===== src/rtl/fu_seq_ctrl.sv =====
// Sequencer for the external functional unit behind the ALU register aliases:
// captures operands/opcode, launches one engine operation and waits for done or timeout.
module fu_seq_ctrl #(
   parameter int DBITS   = 32,
   parameter int OPBITS  = 4,
   parameter int NUM_OPS = 10,
   parameter int TIMEOUT = 64,
   parameter int CNTBITS = 16
) (
   input  logic               clk,
   input  logic               reset,
   input  logic               wr_aluop_i,
   input  logic               wr_op1_i,
   input  logic               wr_op2_i,
   input  logic [DBITS-1:0]   wr_data_i,
   input  logic               rd_op3_i,
   output logic [DBITS-1:0]   op3_o,
   output logic [DBITS-1:0]   csr_o,
   output logic               busy_o,
   output logic               eng_start_o,
   output logic [OPBITS-1:0]  eng_op_o,
   output logic [DBITS-1:0]   eng_a_o,
   output logic [DBITS-1:0]   eng_b_o,
   output logic               eng_abort_o,
   input  logic               eng_done_i,
   input  logic [DBITS-1:0]   eng_result_i
);

   typedef enum logic [1:0] {
      IDLE  = 2'd0,
      ISSUE = 2'd1,
      WAIT  = 2'd2
   } state_t;

   localparam logic [OPBITS:0]    LP_NUM_OPS = (OPBITS+1)'(NUM_OPS);
   localparam logic [CNTBITS-1:0] LP_TIMEOUT = CNTBITS'(TIMEOUT);
   localparam logic [CNTBITS-1:0] LP_CNT_MAX = '1;

   state_t               r_state;
   state_t               w_state_nxt;
   logic [DBITS-1:0]     r_a;
   logic [DBITS-1:0]     r_b;
   logic [OPBITS-1:0]    r_op;
   logic [DBITS-1:0]     r_op3;
   logic [CNTBITS-1:0]   r_cnt;
   logic [CNTBITS-1:0]   r_last_cycles;
   logic                 r_done;
   logic                 r_err_timeout;
   logic                 r_err_bad_op;
   logic                 r_err_overrun;
   logic                 r_err_proto;

   logic                 w_busy;
   logic                 w_any_wr;
   logic                 w_multi;
   logic                 w_op_valid;
   logic [CNTBITS-1:0]   w_elapsed;
   logic                 w_launch;
   logic                 w_bad_op;
   logic                 w_done_hit;
   logic                 w_timeout;
   logic [31:0]          w_csr;

   assign w_busy     = (r_state != IDLE);
   assign w_any_wr   = wr_aluop_i | wr_op1_i | wr_op2_i;
   assign w_multi    = (wr_aluop_i & wr_op1_i) | (wr_aluop_i & wr_op2_i) | (wr_op1_i & wr_op2_i);
   assign w_op_valid = ({1'b0, wr_data_i[OPBITS-1:0]} < LP_NUM_OPS);
   // Elapsed counts the current cycle, so ISSUE sees 1 after the launch clears the counter.
   assign w_elapsed  = (r_cnt == LP_CNT_MAX) ? r_cnt : r_cnt + 1'b1;

   always_ff @(posedge clk) begin
      if (reset) r_state <= IDLE;
      else       r_state <= w_state_nxt;
   end

   always_comb begin
      w_state_nxt = r_state;
      w_launch    = 1'b0;
      w_bad_op    = 1'b0;
      w_done_hit  = 1'b0;
      w_timeout   = 1'b0;
      eng_start_o = 1'b0;
      eng_abort_o = 1'b0;
      case (r_state)
         IDLE: begin
            if (wr_aluop_i && !w_multi) begin
               if (w_op_valid) begin
                  w_launch    = 1'b1;
                  w_state_nxt = ISSUE;
               end else begin
                  w_bad_op = 1'b1;
               end
            end
         end
         ISSUE: begin
            eng_start_o = !reset;
            if (eng_done_i) begin
               w_done_hit  = 1'b1;
               w_state_nxt = IDLE;
            end else begin
               w_state_nxt = WAIT;
            end
         end
         WAIT: begin
            // Done takes priority over a coincident timeout; reset suppresses the abort.
            if (eng_done_i) begin
               w_done_hit  = 1'b1;
               w_state_nxt = IDLE;
            end else if (w_elapsed == LP_TIMEOUT) begin
               w_timeout   = 1'b1;
               eng_abort_o = !reset;
               w_state_nxt = IDLE;
            end
         end
         default: w_state_nxt = IDLE;
      endcase
   end

   always_ff @(posedge clk) begin
      if (reset) begin
         r_a           <= '0;
         r_b           <= '0;
         r_op          <= '0;
         r_op3         <= '0;
         r_cnt         <= '0;
         r_last_cycles <= '0;
         r_done        <= 1'b0;
         r_err_timeout <= 1'b0;
         r_err_bad_op  <= 1'b0;
         r_err_overrun <= 1'b0;
         r_err_proto   <= 1'b0;
      end else begin
         if (w_multi) r_err_proto <= 1'b1;
         if (w_busy && (w_any_wr || rd_op3_i)) r_err_overrun <= 1'b1;
         if (!w_busy && !w_multi) begin
            if (wr_op1_i) r_a <= wr_data_i;
            if (wr_op2_i) r_b <= wr_data_i;
         end
         if (!w_busy && rd_op3_i) r_done <= 1'b0;
         if (w_bad_op) r_err_bad_op <= 1'b1;
         if (w_launch) begin
            r_op          <= wr_data_i[OPBITS-1:0];
            r_done        <= 1'b0;
            r_err_timeout <= 1'b0;
            r_err_bad_op  <= 1'b0;
            r_err_overrun <= 1'b0;
            r_err_proto   <= 1'b0;
            r_cnt         <= '0;
         end
         if (w_busy) r_cnt <= w_elapsed;
         if (w_done_hit) begin
            r_op3         <= eng_result_i;
            r_done        <= 1'b1;
            r_last_cycles <= w_elapsed;
         end
         if (w_timeout) begin
            r_err_timeout <= 1'b1;
            r_last_cycles <= LP_TIMEOUT;
         end
      end
   end

   assign w_csr = {16'(r_last_cycles), 4'b0000, 4'(r_op), 2'b00, r_err_proto, r_err_overrun,
                   r_err_bad_op, r_err_timeout, r_done, w_busy};

   assign csr_o    = DBITS'(w_csr);
   assign op3_o    = r_op3;
   assign busy_o   = w_busy;
   assign eng_op_o = r_op;
   assign eng_a_o  = r_a;
   assign eng_b_o  = r_b;

endmodule


===== config.mk =====
export PLATFORM = sky130hd
export DESIGN_NAME = fu_seq_ctrl
export DESIGN_NICKNAME = d
export VERILOG_FILES = /design/src/rtl/fu_seq_ctrl.sv
export SDC_FILE = /design/constraint.sdc
export NUM_CORES = 1
export LEC_CHECK = 0
export BUFFER_PORTS_ARGS = -buffer_cell sky130_fd_sc_hd__buf_2
export CORE_MARGIN = 10
export CORE_UTILIZATION = 54
export DETAILED_ROUTE_END_ITERATION = 8
export PLACE_DENSITY_LB_ADDON = 0.15
export SLEW_MARGIN = 20
export SYNTH_ARGS = -nofsm -noshare
export SYNTH_HDL_FRONTEND = slang
export SYNTH_SLANG_ARGS = --single-unit

===== constraint.sdc =====
create_clock -name clk -period 7.4 [get_ports clk]
set_input_delay 1.48 -clock clk [delete_from_list [all_inputs] [get_ports clk]]
set_output_delay 1.48 -clock clk [all_outputs]
set_load 0.01 [all_outputs]

==> results_dict.tcl <==
set metrics [dict create \
    clkTransAtPathRegs_ns 0.06 \
    core_area_um2 10750 \
    post_cts_buffers 0 \
    wl_met1_um 7502 \
    hold_viol_final 0 \
    crit_type "flop to output port" \
    root_buffer "clkbuf_8" \
    wl_per_cell_um 17.12 \
    cts-resized-gates 0 \
    yosysWarnings 0 \
    hold_path_depth 2 \
    antenna_found_initial 3 \
    yosysMostFrequentCell "nand2_1" \
    grt_pass1_vias 5577 \
    place_inst 1028 \
    grt_setup_unrepaired "false" \
    io-pin-count 206 \
    dp_hpwl_um 13210 \
    vias 5747 \
    multiInputGateArea_um2 2718 \
    worst-path-buf-inv 1 \
    p_total_w 0.002209 \
    std_cell_rows 38 \
    finalSetupViolCount 0 \
    ys_ff_latch 139 \
    dr_wl_met2_um 8707 \
    period_needed_ns 4.777 \
    yosys-top-cells-area "dfxtp_1 47%, nand2_1 14%, a21oi_1 10%" \
    setup_tns_ns 0 \
    slowest_stage "dfxtp_1" \
    clockBufferDepth 2 \
    die_area_um2 15450 \
    vias_per_cell 5.422 \
    yosysTopAreaCellShare 0.4736 \
    worst_skew_pair.late_latency_ns 0.53 \
    cp-end-kind "output port" \
    synthTopCellsByCount "213 x nand2_1, 139 x dfxtp_1, 120 x a21oi_1" \
    period_share 0.6455 \
    worst-endpoint-arrival_ns 3.30 \
    relSlewSlack 0.3344 \
    slew_violations 0 \
    routed.top_layer "met5" \
    nets 983 \
    met3_length_um 1612 \
    layout-drive-gt1-share 0.2832 \
    start_kind "flop" \
    regArea_um2 2783 \
    worstSetupPathDepth 9 \
    ir_drop_mv 0.1909 \
    finalWirelength_um 18140 \
    area_delta_synth_final_pct 25.87 \
    drv_cap 0 \
    crit_family "simple AND/OR/NAND/NOR gates" \
    synth_top_cell_by_area "dfxtp_1" \
    synthCells 744 \
    synth_seq_area_share 0.4736 \
    gp_congestion 0.9319 \
    skew_ns 0.006527 \
    grtUsageTotal 0.2260 \
    grt_max_degree 97 \
    cp_max_fo 10 \
    leakage_nw 3.195 \
    cts_hold_buf 0 \
    grt_pass1_wl_um 29160 \
    die_w_um 124.3 \
    syn_area_um2 5876 \
    drc 0 \
    powerDensity_nw_per_um2 298.6 \
    synth_edf_count 0 \
    fmax_ghz 0.2093 \
    outcome "finished, final reports clean" \
    cts_buffers 17 \
    ys_types 56 \
    synth_flop_cell "dfxtp_1" \
    overflow 0 \
    rr_worst_depth 8 \
    start_util 0.5468 \
    postRouteAntennaNets 0 \
    tritoncts "yes" \
    tightest_slew_ns 0.9984 \
    io_buffers 199 \
    slowest_delay_ns 0.46 \
    layout.cells.non_filler 1060 \
    first_pass_iters 5 \
    cp.required_ns 5.92 \
    fillCellCount 965 \
    fp.dieH_um 124.3 \
    h-tree-depth 4 \
    clkSinkCount 139 \
    synthArstFlopShare 0 \
    hp-class "flop to flop" \
    syn_avg_cell_area_um2 7.897 \
    drt_iter0_markers 336 \
    crit_chain "ha_1 > and3_1 > nand3_1 > a311oi_1 > o2111ai_1 > nor4_2 > nand2_1 > nor2_1 > buf_2" \
]
-- layer usage --
layer,vias to the layer above,track usage
met5,-,0
met2,221,0.3685
met1,2671,0.2628
met3,25,0.09234
met4,2,0.07608
li1,2828,-
-- cell type report --
cell class                      count  area share
Antenna cell                        2   0.0006767
Tap cell                          140     0.02368
Timing Repair Buffer              208      0.1441
Clock inverter                     10     0.02216
Clock buffer                       20     0.06158
Multi-Input combinational cell    533      0.3675
Inverter                            8    0.004060
Sequential cell                   139      0.3762
-- path summary, 6_finish.rpt --
check / startpoint / end / slack [ns]
worst min-delay path: op3_o[17] / op3_o[17] / 0.45
worst max register to register: r_cnt[0] / r_last_cycles[4] / 4.36
worst min register to register: op3_o[17] / op3_o[17] / 0.45
worst max-delay path: r_cnt[0] / eng_abort_o / 2.62
-- cell usage in the layout (no fill, tap or decap), types with 9 or more instances in the layout --
cell type	synthesis	final
buf_2	6	198
buf_4	17	10
a21oi_1	120	120
nand4_1	9	9
o21ai_0	18	18
nand2_1	213	213
nor2_1	44	44
dfxtp_1	139	139
nor2_2	9	9
mux2i_1	11	11
nand3_1	14	14
clkbuf_16	0	16
nor3_1	9	9
-- stage by stage --
step / instance area (µm²) / utilization / worst slack, ns / hold WS (ns)
global route: 7396 / 0.6883 / 2.281 / 0.4681
global placement: 6771 / 0.6302 / 3.196 / 0.4381
CTS: 7391 / 0.6878 / 2.621 / 0.4544
floorplan: 5894 / - / 3.547 / 0.4263
detailed placement: 6771 / 0.6302 / 3.189 / 0.4462
finish: 7396 / 0.6883 / 2.623 / 0.4519
-- worst register-to-register path: stages (launching register included) --
cell and delay (ns):
dfxtp_1 0.46, ha_1 0.33, and3_1 0.46, nand3_1 0.18, a311oi_1 0.47, o2111ai_1 0.21
nor4_2 0.25, a21o_2 0.45, a211oi_1 0.09
-- logic make-up (layout without fill, tap and decap cells) --
logic type      count (synthesis)  count (layout)  synth area share
buf+inv                        77             246           0.06921
other cells                     1               8         0.0006382
simple gates                  326             326            0.2440
compound gates                181             181            0.1770
flops                         139             139            0.4736
mux                            11              11           0.01874
xor+xnor                        3               3          0.004473
fa+ha+maj                       6               6           0.01235
-- where the power goes --
part           internal [W]  switching (W)  total, W
clock network      0.000571       0.000315  0.000886
registers          0.000818      0.0000389  0.000857
logic              0.000155       0.000311  0.000465
-- flip-flops by register name, summed over array words and instances (netlist names) --
signal,flops
eng_a_o,32
eng_b_o,32
op3_o,32
r_cnt,16
r_last_cycles,16
eng_op_o,4
r_state,2
r_done,1
r_err_bad_op,1
r_err_overrun,1
r_err_proto,1
r_err_timeout,1
(Power assumes the default switching activity.)
